[config.mk]
export PLATFORM = sky130hd
export DESIGN_NAME = bus_arbiter4
export DESIGN_NICKNAME = d
export VERILOG_FILES = /design/src/rtl/bus_arbiter4.sv
export SDC_FILE = /design/constraint.sdc
export NUM_CORES = 1
export LEC_CHECK = 0
export CORE_ASPECT_RATIO = 0.6
export CORE_MARGIN = 2
export CORE_UTILIZATION = 35
export CTS_CLUSTER_SIZE = 25
export DETAILED_ROUTE_END_ITERATION = 8
export PLACE_DENSITY = 0.86
export SLEW_MARGIN = 0
export SYNTH_ARGS = -nofsm -noshare
export SYNTH_HDL_FRONTEND = slang
export SYNTH_HIERARCHICAL = 1
export SYNTH_SLANG_ARGS = --single-unit
[constraint.sdc]
create_clock -name CLK -period 3.3 [get_ports CLK]
set_input_delay 0.825 -clock CLK [delete_from_list [all_inputs] [get_ports CLK]]
set_output_delay 0.825 -clock CLK [all_outputs]
set_load 0.05 [all_outputs]
[src/rtl/bus_arbiter4.sv]
// ---------------------------------------------------------------------------
// bus_arbiter4 : round-robin arbiter for a shared 16-bit datapath bus
//
// Four sources (PC, MARMUX, ALU, MDR on the LC-3 datapath) request the bus.
// One registered, one-hot grant is issued at a time. The encoded grant index
// drives the select of an internal mux16_4to1, and the mux output is gated
// to zero whenever no grant is active.
//
// Optional feature macro: BUS_ARB_TIMEOUT_EN
//   defined   : an owner that has held the bus for MAX_HOLD cycles is rotated
//               out if any other source is waiting. A lone owner keeps the bus.
//   undefined : the owner keeps the bus until it drops its request.
//               MAX_HOLD is only range-checked in this build.
//
// Parameters
//   MAX_HOLD  max consecutive grant cycles before forced rotation (1..255)
//
// Ports
//   CLK      in   1   system clock, rising edge
//   RST_N    in   1   asynchronous active-low reset
//   REQ      in   4   per-source request, held while the bus is needed
//   D_IN0-3  in   16  source data
//   GNT      out  4   one-hot grant (registered)
//   SEL      out  2   encoded grant index (registered), mux select
//   BUS_OUT  out  16  selected data, 16'h0000 when idle
//   BUS_VLD  out  1   any grant active
// ---------------------------------------------------------------------------

// 4:1 mux of 16-bit words. This is the bus driver that SEL steers.
module mux16_4to1 (
    input  logic [1:0]  sel,
    input  logic [15:0] d0,
    input  logic [15:0] d1,
    input  logic [15:0] d2,
    input  logic [15:0] d3,
    output logic [15:0] y
);
    always_comb begin
        case (sel)
            2'd0:    y = d0;
            2'd1:    y = d1;
            2'd2:    y = d2;
            default: y = d3;
        endcase
    end
endmodule

module bus_arbiter4 #(
    parameter int MAX_HOLD = 8
) (
    input  logic        CLK,
    input  logic        RST_N,
    input  logic [3:0]  REQ,
    input  logic [15:0] D_IN0,
    input  logic [15:0] D_IN1,
    input  logic [15:0] D_IN2,
    input  logic [15:0] D_IN3,
    output logic [3:0]  GNT,
    output logic [1:0]  SEL,
    output logic [15:0] BUS_OUT,
    output logic        BUS_VLD
);

    if (MAX_HOLD < 1 || MAX_HOLD > 255) begin : g_bad_max_hold
        $error("bus_arbiter4: MAX_HOLD must be in 1..255");
    end

    typedef enum logic {
        S_IDLE  = 1'b0,
        S_GRANT = 1'b1
    } state_t;

    state_t      state, state_nxt;
    logic [3:0]  gnt_nxt;
    logic [1:0]  sel_nxt;
    logic [1:0]  last, last_nxt;
    logic [3:0]  others;
    logic        rr_found;
    logic [1:0]  rr_idx;
    logic        new_grant;
    logic        timeout;
    logic [15:0] mux_y;

    // Round-robin search: first set bit of mask starting at from+1, wrapping.
    // Returns {found, index}.
    function automatic logic [2:0] rr_pick(input logic [3:0] mask,
                                           input logic [1:0] from);
        logic [2:0] res;
        logic [1:0] idx;
        res = 3'b000;
        for (int k = 1; k <= 4; k++) begin
            idx = from + 2'(k);
            if (!res[2] && mask[idx]) res = {1'b1, idx};
        end
        return res;
    endfunction

    // Candidates for the next grant never include the current owner. In IDLE
    // GNT is zero, so this is simply REQ.
    assign others = REQ & ~GNT;

    always_comb begin
        {rr_found, rr_idx} = rr_pick(others, last);
    end

`ifdef BUS_ARB_TIMEOUT_EN
    localparam logic [7:0] HOLD_LIMIT = 8'(MAX_HOLD - 1);

    logic [7:0] hold_cnt;

    // ">=" rather than "==" so a requester that shows up after the count has
    // already passed the limit still forces rotation at the next edge.
    assign timeout = (hold_cnt >= HOLD_LIMIT);

    always_ff @(posedge CLK or negedge RST_N) begin
        if (!RST_N) begin
            hold_cnt <= 8'd0;
        end else if (new_grant) begin
            hold_cnt <= 8'd0;
        end else if (state == S_GRANT && state_nxt == S_GRANT &&
                     hold_cnt != 8'hFF) begin
            hold_cnt <= hold_cnt + 8'd1;
        end
    end
`else
    assign timeout = 1'b0;
`endif

    // Next-state / next-grant logic. A hand-off replaces GNT in a single
    // register update, so there is never a cycle with two bits set and no
    // idle bubble when another source is waiting.
    always_comb begin
        state_nxt = state;
        gnt_nxt   = GNT;
        sel_nxt   = SEL;
        last_nxt  = last;
        new_grant = 1'b0;

        case (state)
            S_IDLE: begin
                if (rr_found) new_grant = 1'b1;
            end
            S_GRANT: begin
                if (!REQ[SEL]) begin
                    if (rr_found) begin
                        new_grant = 1'b1;
                    end else begin
                        state_nxt = S_IDLE;
                        gnt_nxt   = 4'b0000;
                        sel_nxt   = 2'd0;
                    end
                end else if (timeout && rr_found) begin
                    new_grant = 1'b1;
                end
            end
        endcase

        if (new_grant) begin
            state_nxt = S_GRANT;
            gnt_nxt   = 4'b0001 << rr_idx;
            sel_nxt   = rr_idx;
            last_nxt  = rr_idx;
        end
    end

    // LAST resets to 3 so source 0 is first in line after reset.
    always_ff @(posedge CLK or negedge RST_N) begin
        if (!RST_N) begin
            state <= S_IDLE;
            GNT   <= 4'b0000;
            SEL   <= 2'd0;
            last  <= 2'd3;
        end else begin
            state <= state_nxt;
            GNT   <= gnt_nxt;
            SEL   <= sel_nxt;
            last  <= last_nxt;
        end
    end

    mux16_4to1 u_mux (
        .sel (SEL),
        .d0  (D_IN0),
        .d1  (D_IN1),
        .d2  (D_IN2),
        .d3  (D_IN3),
        .y   (mux_y)
    );

    assign BUS_VLD = |GNT;
    // Gate after the mux so the idle bus reads zero regardless of SEL.
    assign BUS_OUT = BUS_VLD ? mux_y : 16'h0000;

endmodule

==> results of run 1 <==
-- cell type report --
type	count	area [sq um]	area share [%]
inverter	5	18.8	0.897
tap	42	52.6	2.51
timing repair buffer	95	903	43.2
clock buffer	4	45.0	2.15
sequential	9	228	10.9
multi-input combinational	70	846	40.4
-- routing by layer --
metal  up-vias  wire length (um)  GRT usage (%)
met5         -                 0              0
met4         0                34           3.93
met3         2               179           1.85
met2        45              2420           38.6
met1       583              1800           29.2
li1        549                 -              -
-- placed cells by master (no fill, tap or decap), types with 2 or more instances in the layout --
cell type                          n
sky130_fd_sc_hd__nor2b_2           2
sky130_fd_sc_hd__mux4_2           10
sky130_fd_sc_hd__dfstp_2           2
sky130_fd_sc_hd__nor4_4            2
sky130_fd_sc_hd__nor2b_1          16
sky130_fd_sc_hd__nand2_1           2
sky130_fd_sc_hd__nand2b_1          2
sky130_fd_sc_hd__mux2i_1           3
sky130_fd_sc_hd__a21o_1            2
sky130_fd_sc_hd__clkdlybuf4s50_1  76
sky130_fd_sc_hd__clkbuf_8          3
sky130_fd_sc_hd__dfrtp_1           7
sky130_fd_sc_hd__mux4_1            6
sky130_fd_sc_hd__a22o_1            4
sky130_fd_sc_hd__inv_1             5
sky130_fd_sc_hd__nor2b_4           2
sky130_fd_sc_hd__buf_4            19
-- how the worst max path moves through the flow --
stage,start,endpoint,slack [ns],cells after the start
final,D_IN2[0],BUS_OUT[0],0.39,4
after floorplan,SEL[1],BUS_OUT[10],0.41,4
after global routing,D_IN1[3],BUS_OUT[3],0.35,4
after detailed placement,D_IN1[3],BUS_OUT[3],0.38,4
after global placement,D_IN2[15],BUS_OUT[15],0.41,4
after CTS,D_IN1[3],BUS_OUT[3],0.39,4
-- critical path: cells and delay by family --
kind          cells  cell delay [ns]
buf+inv           2             0.60
mux               1             0.48
simple gates      1             0.17
-- power breakdown --
| part | switching [mW] | total [mW] | leakage, nW | internal (mW) |
|---|---|---|---|---|
| logic | 1.02 | 1.71 | 0.711 | 0.690 |
| registers | 0.122 | 0.289 | 0.107 | 0.167 |
| clock network | 0.0363 | 0.120 | 0.0228 | 0.0835 |
-- flip-flops by register name (all words and copies together) (netlist names) --
| register | count |
|---|---|
| last | 2 |
| SEL | 2 |
| state | 1 |
| GNT | 4 |
-- cells by family after synthesis --
logic type	synth area share [%]
AO/OA/AOI/OAI	15.2
buffers and inverters	5.71
flip-flops	20.0
multiplexers	36.3
AND/OR/NAND/NOR	22.9
-- through the flow --
| stage | cell area [sq um] | setup WS, ns |
|---|---|---|
| after floorplan | 1140 | 0.413 |
| after global placement | 2050 | 0.407 |
| after detailed placement | 2050 | 0.383 |
| after CTS | 2090 | 0.389 |
| after global routing | 2090 | 0.353 |
| final | 2090 | 0.390 |
==> summary.md, run 1 <==
The flow ran to the end, and the final reports show no timing, DRC or antenna violations. The logic depth of the worst register-to-register path was 5. The slowest stage of the critical path belongs to the cell sky130_fd_sc_hd__mux4_1.

The number of stages on the worst hold path is 2, and the post-CTS setup buffer count is 0. The first global-routing pass estimated 5910 um of wire. In the routed design, unresolved DRC markers number 0.

For the largest net degree at the start of global routing, the log shows 18. The tools report the detailed-routing iteration count for the pre-antenna-repair pass as 4. The die is 77.6 um wide. The net count of the finished layout is 254.

The tools report the synthesized netlist net count as 159. After synthesis, the netlist uses 36 different library cells. The layout cell share with drive strength beyond 1 works out to 25.7%. Sorting the synthesized cells by area gives the leading types as sky130_fd_sc_hd__mux4_2 (20%), sky130_fd_sc_hd__dfrtp_1 (15%), sky130_fd_sc_hd__mux4_1 (14%), sky130_fd_sc_hd__nor2b_1 (8.8%), sky130_fd_sc_hd__dfstp_2 (4.6%). Setup repair after global routing left no endpoint under its margin.

The tree built by TritonCTS fans out to 9 sinks. For this run, the top clock speed supported by timing is 0.344 GHz. The tools report the number of gates given a new drive strength after cts as 0. The mean instance size in the synthesized netlist was 12.8 sq um; the post-detailed-route wirelength per cell was 19.7 um. For this run, the total global-route usage over all layers was measured as 21.2%.

The cell accounting for the most synthesized area was sky130_fd_sc_hd__mux4_2. The final core utilization is 70.1%, and the areal power density over the cells is 1010 nW/um^2. At the end of routability-driven placement, the weighted congestion stood at 0.888.

The initialized floorplan defines 15 standard-cell rows. The endpoint of the lowest-slack register-to-register path was GNT[1]. The top cell type's share of synthesized area is 19.8%. The logs give 0 for the number of max-slew violations in the final report and 0 for the number of setup violations in the final report. Once the floorplan was initialized, standard cells occupied 38.2% of the core. For the largest voltage drop on the vdd net, the log shows 0.547 mV.

The logs give 0 for the total global routing overflow and 225 for the non-filler instance count after layout. The count of nets left with antenna violations once routing finished came out at 0. The area growth from synthesis to layout is 83.8%. The total CTS buffers came out at 3.

The number of synthesized flops with an enable pin was 0. The async set-or-reset flop fraction in the synthesized netlist is 100%. The most common cell in the synthesized netlist is sky130_fd_sc_hd__nor2b_1.

Count of placed standard cells including taps: 221. The die is 48.2 um tall. The die covers 3740 sq um. The worst register-to-register path has a setup slack of 1.27 ns. For the via count of the first global-routing pass, the log shows 1,140. The tightest min-delay check is of the reg2reg type. The final-layout setup total negative slack is 0 ns, and the total via count in the routed design is 1,179.

During I/O placement, the number of pins put on the boundary was 93. In this run the critical register-to-register path is launched from SEL[1]. The tools report the power consumption as 2.12 mW.

The headroom to the max-slew limit is 55.1%. The port buffer count works out to 92. Cell area after technology mapping: 1140 sq um.

The kind of launch point of the worst setup path was an input port. The final worst clock skew came out at 0.000926 ns. The arrival time at the worst endpoint came out at 2.09 ns. Predominant post-synthesis flop cell: sky130_fd_sc_hd__dfrtp_1. The largest single stage delay on the critical path is 0.48 ns. The path with the worst hold slack has its endpoint at last[0].

During synthesis, Yosys emitted a total of 6 warnings. Once detailed placement completed, the half-perimeter wirelength came to 3780 um. TritonCTS built the clock tree. The number of filler cells placed in the layout is 218.

After floorplanning, the core was sized to cover 2980 sq um. The clock reaches the later pin of the worst-skew pair after 0.22 ns. The maximum fanout along the worst path is 1, and the data required time of the critical path is 2.47 ns. The detailed router finished its first iteration with 82 violations.

For this block, the routed nets add up to 4440 um of wire. The number of buffers inserted by hold repair at cts is 0, and the total of flip-flops plus latches after synthesis is 9. The clock period could shrink to 2.91 ns.

STA classifies the critical path endpoint as a primary output. The total inserted antenna cells is 0. Walking the worst path, the cells encountered are clkdlybuf4s50_1, mux4_1, nor2b_1, buf_4. In the routed layout, each cell is associated on average with a via count of 5.24. The logs give 0 for the max capacitance violation total and 0.841 nW for the leakage power figure. Sorting the synthesized cells by how often they occur yields sky130_fd_sc_hd__nor2b_1 (16), sky130_fd_sc_hd__mux4_2 (10), sky130_fd_sc_hd__dfrtp_1 (7). Hold timing on the final database bottoms out at a slack of 0.532 ns. For the worst-case clock buffer depth, the log shows 2. CTS placed an instance of sky130_fd_sc_hd__clkbuf_8 at the clock tree root.

The count of endpoints failing hold in the final timing report was 0. Worst min-delay path startpoint: last[0]. For the pin with the worst max-slew slack, the measured transition is 0.674 ns. Clock-pin slew was measured on the worst setup and hold paths at 0.04 ns. Synthesis produced 89 cells.

The tools report the initial antenna violation count as 0. The critical path in this run is classified as in2out. After layout, the worst path uses 88.2% of the clock period. The sequential cell area fraction in the yosys report was 20.0%; the H-tree depth reported by CTS was 1.
(Power assumes the default switching activity.)
==> run 2, diff against run 1 <==
--- a/config.mk
+++ b/config.mk
@@ -5,11 +5,12 @@
 export SDC_FILE = /design/constraint.sdc
 export NUM_CORES = 1
 export LEC_CHECK = 0
+export CAP_MARGIN = 20
 export CORE_ASPECT_RATIO = 0.6
-export CORE_MARGIN = 2
 export CORE_UTILIZATION = 35
 export CTS_CLUSTER_SIZE = 25
 export DETAILED_ROUTE_END_ITERATION = 8
+export GPL_TIMING_DRIVEN = 1
 export PLACE_DENSITY = 0.86
 export SLEW_MARGIN = 0
 export SYNTH_ARGS = -nofsm -noshare
==> run 2 against run 1 <==
Fmax down 0.34%. Highest routed layer unchanged. Routed wire length down 7.1%. Count of clock-buffer cells in the layout unchanged. Clock skew up 0.0015 ns. Critical endpoint is now BUS_OUT[15]. Register-to-register slack better by 0.19 ns. First-iteration DRC count down 39%. Cell count unchanged.
==> summary.md, run 2 (same netlist as run 1, synthesis figures left out) <==
The final layout contains 254 nets. The tools report the die area as 3490 sq um. The logs give 0.342 GHz for the top achievable clock speed and 2 for the worst-case clock buffer depth. The cell sitting at the root of the clock tree is a sky130_fd_sc_hd__clkbuf_8. The layout-stage area growth over the synthesis result is 83.8%, and the number of max-slew violations in the final report is 0. Number of clock sinks: 9. Fraction of power spent switching nets: 55.2%. The setup path with the least slack is of type in2out. The logs give 0 for the max capacitance violation total and 20 for the largest net degree at the start of global routing.

Clock-pin slew was measured on the worst setup and hold paths at 0.05 ns. More flip-flops sit in one register than any other, and that register is GNT. Initial antenna violation count: 0.

The per-cell via count in the routed design was 5.22. Number of filler cells placed in the layout: 223. DRC violation count after routing: 0. TritonCTS built the clock tree. The die is 75.6 um wide. In the finished design, the share of the clock period the worst path needs comes to 88.5%. For the final-layout setup total negative slack, the log shows 0 ns. The run gives 70.1% as the final core utilization.

Total inserted antenna cells: 0. Between clock sinks in the finished design, the worst skew comes to 0.00244 ns. Once detail routing completed, the nets flagged for antenna violations numbered 0. In the final layout, the registers with the most flip-flops are GNT x4, SEL x2, last x2.

The top-level I/O count is 93, and the internal power is 0.940 mW. Setup repair after global routing left no endpoint under its margin. Number of setup violations in the final report: 0. The via count of the first global-routing pass came out at 1,167. Dividing the detail-routed wire length by the instance count gives 18.3 um. In this run the vertical extent of the chip is 46.2 um. The total overflow left after global routing is 0. The pre-antenna-repair detailed-routing pass consisted of 4 iterations.

In this run the static leakage power is 0.841 nW. At the later pin of the worst-skew pair, clock insertion delay measures 0.24 ns. The library cell used most frequently in the layout, excluding fill and tap cells, is sky130_fd_sc_hd__clkdlybuf4s50_1.

The total CTS buffers is 3, and the H-tree depth reported by CTS is 1. The library cells used most frequently in the layout, excluding fill and tap cells, are sky130_fd_sc_hd__clkdlybuf4s50_1 (76), sky130_fd_sc_hd__buf_4 (19), sky130_fd_sc_hd__nor2b_1 (16). The data required time of the critical path is 2.47 ns. The port buffer count was 92. The routability congestion estimate came out at 0.906. Sequential group share of total power: 11.9%.

The number of buffers inserted by hold repair at cts was 0. The register with the most flip-flops in the layout has 4 of them. The transition time at the pin with the least slew margin came out at 0.526 ns. The detailed placer's ending HPWL is 3550 um, and the layout cell share with drive strength beyond 1 is 25.7%. Data arrives at the worst endpoint at 2.10 ns. The site row count is 15. The flow ran to the end, and the final reports show no timing, DRC or antenna violations.

Once the floorplan was initialized, standard cells occupied 38.2% of the core. The number of gates given a new drive strength after cts was 0. The time the final worst path needs with I/O delays and setup was 2.92 ns; the first-pass GRT wire length was 5820 um. Power spread over the standard cell area amounts to 1000 nW/um^2. The total via count in the routed design is 1,174. The routed design has 4120 um of wire. Path class of the lowest-slack min-delay path: reg2reg. STA classifies the critical path endpoint as a primary output. The tools report the largest voltage drop on the vdd net as 0.418 mV. The worst setup path is launched from an input port.

The share of total power dissipated in the clock network is 6.2%. Of the total power, combinational logic draws 81.9%. For this design the total switching power over the nets is 1.16 mW. The headroom to the max-slew limit is 64.8%, and the maximum fanout along the worst path is 1. The run gives 2980 sq um as the core area. The number of DRC violations after detailed-routing iteration 0 is 50, and the post-CTS setup buffer count is 0. For this run, the total global-route usage over all layers was measured as 23.5%. For the count of endpoints failing hold in the final timing report, the log shows 0.
[run 2: cell counts in the layout (fill, tap and decap cells not counted)]
Identical to the previous run, type by type.
[run 2: critical path: stages]
cell,delay (ns)
sky130_fd_sc_hd__clkdlybuf4s50_1,0.42
sky130_fd_sc_hd__mux4_1,0.49
sky130_fd_sc_hd__nor2b_1,0.16
sky130_fd_sc_hd__buf_4,0.19
[run 2: metrics by stage]
| step | hold slack (ns) | std cells | power [mW] | cell area (sq um) | setup WS (ns) |
|---|---|---|---|---|---|
| 2_1_floorplan | 0.489 | 89 | 1.50 | 1140 | 0.413 |
| 3_3_place_gp | 0.462 | 221 | 1.95 | 2050 | 0.431 |
| 3_5_place_dp | 0.468 | 221 | 1.98 | 2050 | 0.384 |
| 4_1_cts | 0.477 | 225 | 2.11 | 2090 | 0.384 |
| 5_1_grt | 0.509 | 225 | 2.21 | 2090 | 0.358 |
| 6_report | 0.476 | 225 | 2.10 | 2090 | 0.380 |
[run 2: final timing paths]
kind                       startpoint     endpoint  slack [ns]  cells past startpoint
min                            SEL[1]       SEL[1]        0.48                      1
max                         D_IN1[15]  BUS_OUT[15]        0.38                      4
min reg2reg                    SEL[1]       SEL[1]        0.48                      1
max in group asynchronous       RST_N      last[1]        2.08                      1
min in group asynchronous       RST_N       GNT[0]        0.89                      1
max reg2reg                    SEL[0]       GNT[2]        1.46                      5
[run 2: layout make-up]
| class | count | area, sq um | share of cell area, % |
|---|---|---|---|
| multi-input cells | 70 | 846 | 40.4 |
| inverters | 5 | 18.8 | 0.897 |
| flip-flops and latches | 9 | 228 | 10.9 |
| clock buffers | 4 | 45.0 | 2.15 |
| repair buffers | 95 | 903 | 43.2 |
| well taps | 42 | 52.6 | 2.51 |
[run 2: metal layers]
| metal | up-vias | routed length, um | track usage [%] |
|---|---|---|---|
| met5 | - | 0 | 0 |
| met4 | 0 | 87 | 8.89 |
| met3 | 12 | 153 | 4.16 |
| met2 | 37 | 2180 | 40.9 |
| met1 | 575 | 1700 | 29.6 |
| li1 | 550 | - | - |
[run 2: power by group through the flow]
| stage | combinational, mW | sequential (mW) | clock, mW |
|---|---|---|---|
| floorplan | 1.17 | 0.329 | 0 |
| global placement | 1.70 | 0.247 | 0 |
| detailed placement | 1.73 | 0.249 | 0 |
| CTS | 1.73 | 0.248 | 0.132 |
| global route | 1.81 | 0.258 | 0.137 |
| finish | 1.72 | 0.249 | 0.130 |
==> run 3, diff against run 2 <==
--- a/config.mk
+++ b/config.mk
@@ -11,6 +11,7 @@
 export CTS_CLUSTER_SIZE = 25
 export DETAILED_ROUTE_END_ITERATION = 8
 export GPL_TIMING_DRIVEN = 1
+export MAX_ROUTING_LAYER = met4
 export PLACE_DENSITY = 0.86
 export SLEW_MARGIN = 0
 export SYNTH_ARGS = -nofsm -noshare
==> run 3 against run 2 <==
Fmax increased by 1.1%. Power about the same. Sequential share of layout area unchanged. Critical path depth unchanged. Critical path type unchanged. Critical endpoint unchanged.
==> summary.md, run 3 (same netlist as run 1, synthesis figures left out) <==
Setup repair after global routing left no endpoint under its margin. TritonCTS built the clock tree. Once layout is complete, the utilization of the core stands at 70.1%.

The worst path in the final design needs a cycle of 2.89 ns, including I/O delays and setup. Dividing the detail-routed via count by the number of cells gives 5.35. The H-tree depth reported by CTS is 1, and the number of gates given a new drive strength after cts is 0. The clock network latency to the later pin of the worst-skew pair was 0.24 ns.

In this run the power density over the cells is 1000 nW/um^2. The total track usage was 23.3%. The run gives 1,146 as the via count of the first global-routing pass. The repair_antennas step left the layout with diodes totalling 0. The largest registers in the layout are GNT x4, SEL x2, last x2. The port buffer count is 92, and the number of buffers inserted by hold repair at cts is 0. Setup slack on the worst reg-to-reg path comes out at 1.43 ns.

Once detail routing completed, the nets flagged for antenna violations numbered 0. The largest net degree at the start of global routing was 18; the arrival time at the worst endpoint was 2.06 ns. For the final routed database, the setup TNS stands at 0 ns. The first TritonRoute pass finished after 4 iterations. The number of stages on the worst hold path came out at 2.

Compared with the post-synthesis result, the final layout area differs by 83.8%. The number of clock buffers added by TritonCTS is 3. The tools report the max capacitance violation total as 0. The wire length reported by the detailed router came out at 4040 um. The min-delay analysis places its worst path in the category reg2reg.

The data required time of the critical path is 2.47 ns, and the number of clock sinks is 9. For this design the static power due to leakage is 0.841 nW. In the final design database the tool counted 254 nets. The maximum fanout along the worst path is 1. The die covers 3490 sq um.

The top cell types in the final layout, fill and taps aside, are sky130_fd_sc_hd__clkdlybuf4s50_1 (76), sky130_fd_sc_hd__buf_4 (19), sky130_fd_sc_hd__nor2b_1 (16). STA classifies the critical path startpoint as an input port. The total via count in the routed design is 1,203.

The flow ran to the end, and the final reports show no timing, DRC or antenna violations. The number of flip-flops under the largest register name is 4, and the transition time at the pin with the least slew margin is 0.500 ns. In this run the horizontal extent of the chip is 75.6 um.

Headroom to the max-slew limit came out at 66.6%. The first global-routing pass estimated 5590 um of wire. The longest clock path from root to sink contains 2 buffers. The logs give 0.346 GHz for the top achievable clock speed and 38.2% for the starting density of the core.

The initial antenna violation count came out at 0. At the end of routability-driven placement, the weighted congestion stood at 0.929. Area of all sequential standard cells: 228 sq um.

The run gives 3510 um as the detailed placer's ending HPWL. The total global routing overflow was 0; the final worst clock skew was 0.00344 ns. The site row count is 15. From bottom edge to top edge, the die measures 46.2 um.

Layout cell share with drive strength beyond 1: 25.7%. In the final routed layout, each cell accounts on average for 18.0 um. The filler cells instantiated in the layout total 220. The count of endpoints failing hold in the final timing report is 0, and the footprint of the multi-input gates is 846 sq um. After the first detailed-routing iteration, the DRC count stood at 18.

Post-CTS timing repair inserted 0 buffers for setup. Setup violations remaining at the end of the flow were counted as 0. Leaving out fill and tap cells, the most frequent cell in the layout is sky130_fd_sc_hd__clkdlybuf4s50_1. The total area inside the core boundary comes to 2980 sq um. Dividing the final minimum period by the clock period gives 87.5%. 93 I/O pins were placed. The most flop-heavy register was GNT. VDD sags by at most 0.450 mV.

The kind of critical path was in2out. Clock-pin slew was measured on the worst setup and hold paths at 0.05 ns. Clock tree synthesis selected as its root buffer the cell sky130_fd_sc_hd__clkbuf_8.

STA classifies the critical path endpoint as a primary output. The logic depth of the worst register-to-register path is 5. For the number of max-slew violations in the final report, the log shows 0. For this run, design rule violations remaining after detail routing come to 0.
[run 3: path summary, 6_finish.rpt]
kind / from / end
max: D_IN1[15] / BUS_OUT[15]
min reg2reg: last[0] / last[0]
max in group asynchronous: RST_N / last[0]
min: last[0] / last[0]
min in group asynchronous: RST_N / SEL[0]
max reg2reg: SEL[0] / GNT[2]
[run 3: final cells by class]
cell class	count	area share, %
flip-flops and latches	9	10.9
clock buffers	4	2.15
repair buffers	95	43.2
multi-input cells	70	40.4
inverters	5	0.897
well taps	42	2.51
[run 3: stage by stage]
step | instances | power, mW | hold WS, ns | worst slack, ns | instance area, sq um
2_1_floorplan | 89 | 1.50 | 0.489 | 0.413 | 1140
3_3_place_gp | 221 | 1.94 | 0.513 | 0.430 | 2050
3_5_place_dp | 221 | 1.98 | 0.532 | 0.391 | 2050
4_1_cts | 225 | 2.11 | 0.538 | 0.403 | 2090
5_1_grt | 225 | 2.20 | 0.578 | 0.375 | 2090
6_report | 225 | 2.10 | 0.546 | 0.413 | 2090
[run 3: layer usage]
| layer | vias to the layer above | global-route usage [%] | wire length (um) |
|---|---|---|---|
| li1 | 548 | - | - |
| met1 | 605 | 29.2 | 1660 |
| met2 | 44 | 38.0 | 2160 |
| met3 | 6 | 4.60 | 176 |
| met4 | 0 | 8.52 | 46 |
| met5 | - | - | 0 |
[run 3: worst max-delay path, stage by stage]
cell,delay [ns]
sky130_fd_sc_hd__clkdlybuf4s50_1,0.41
sky130_fd_sc_hd__mux4_1,0.49
sky130_fd_sc_hd__nor2b_1,0.15
sky130_fd_sc_hd__buf_4,0.19
[run 3: power breakdown]
group	total, mW	switching, mW	leakage, nW	internal, mW
sequential	0.261	0.0937	0.107	0.168
clock	0.131	0.0470	0.0228	0.0844
combinational	1.71	1.02	0.711	0.688
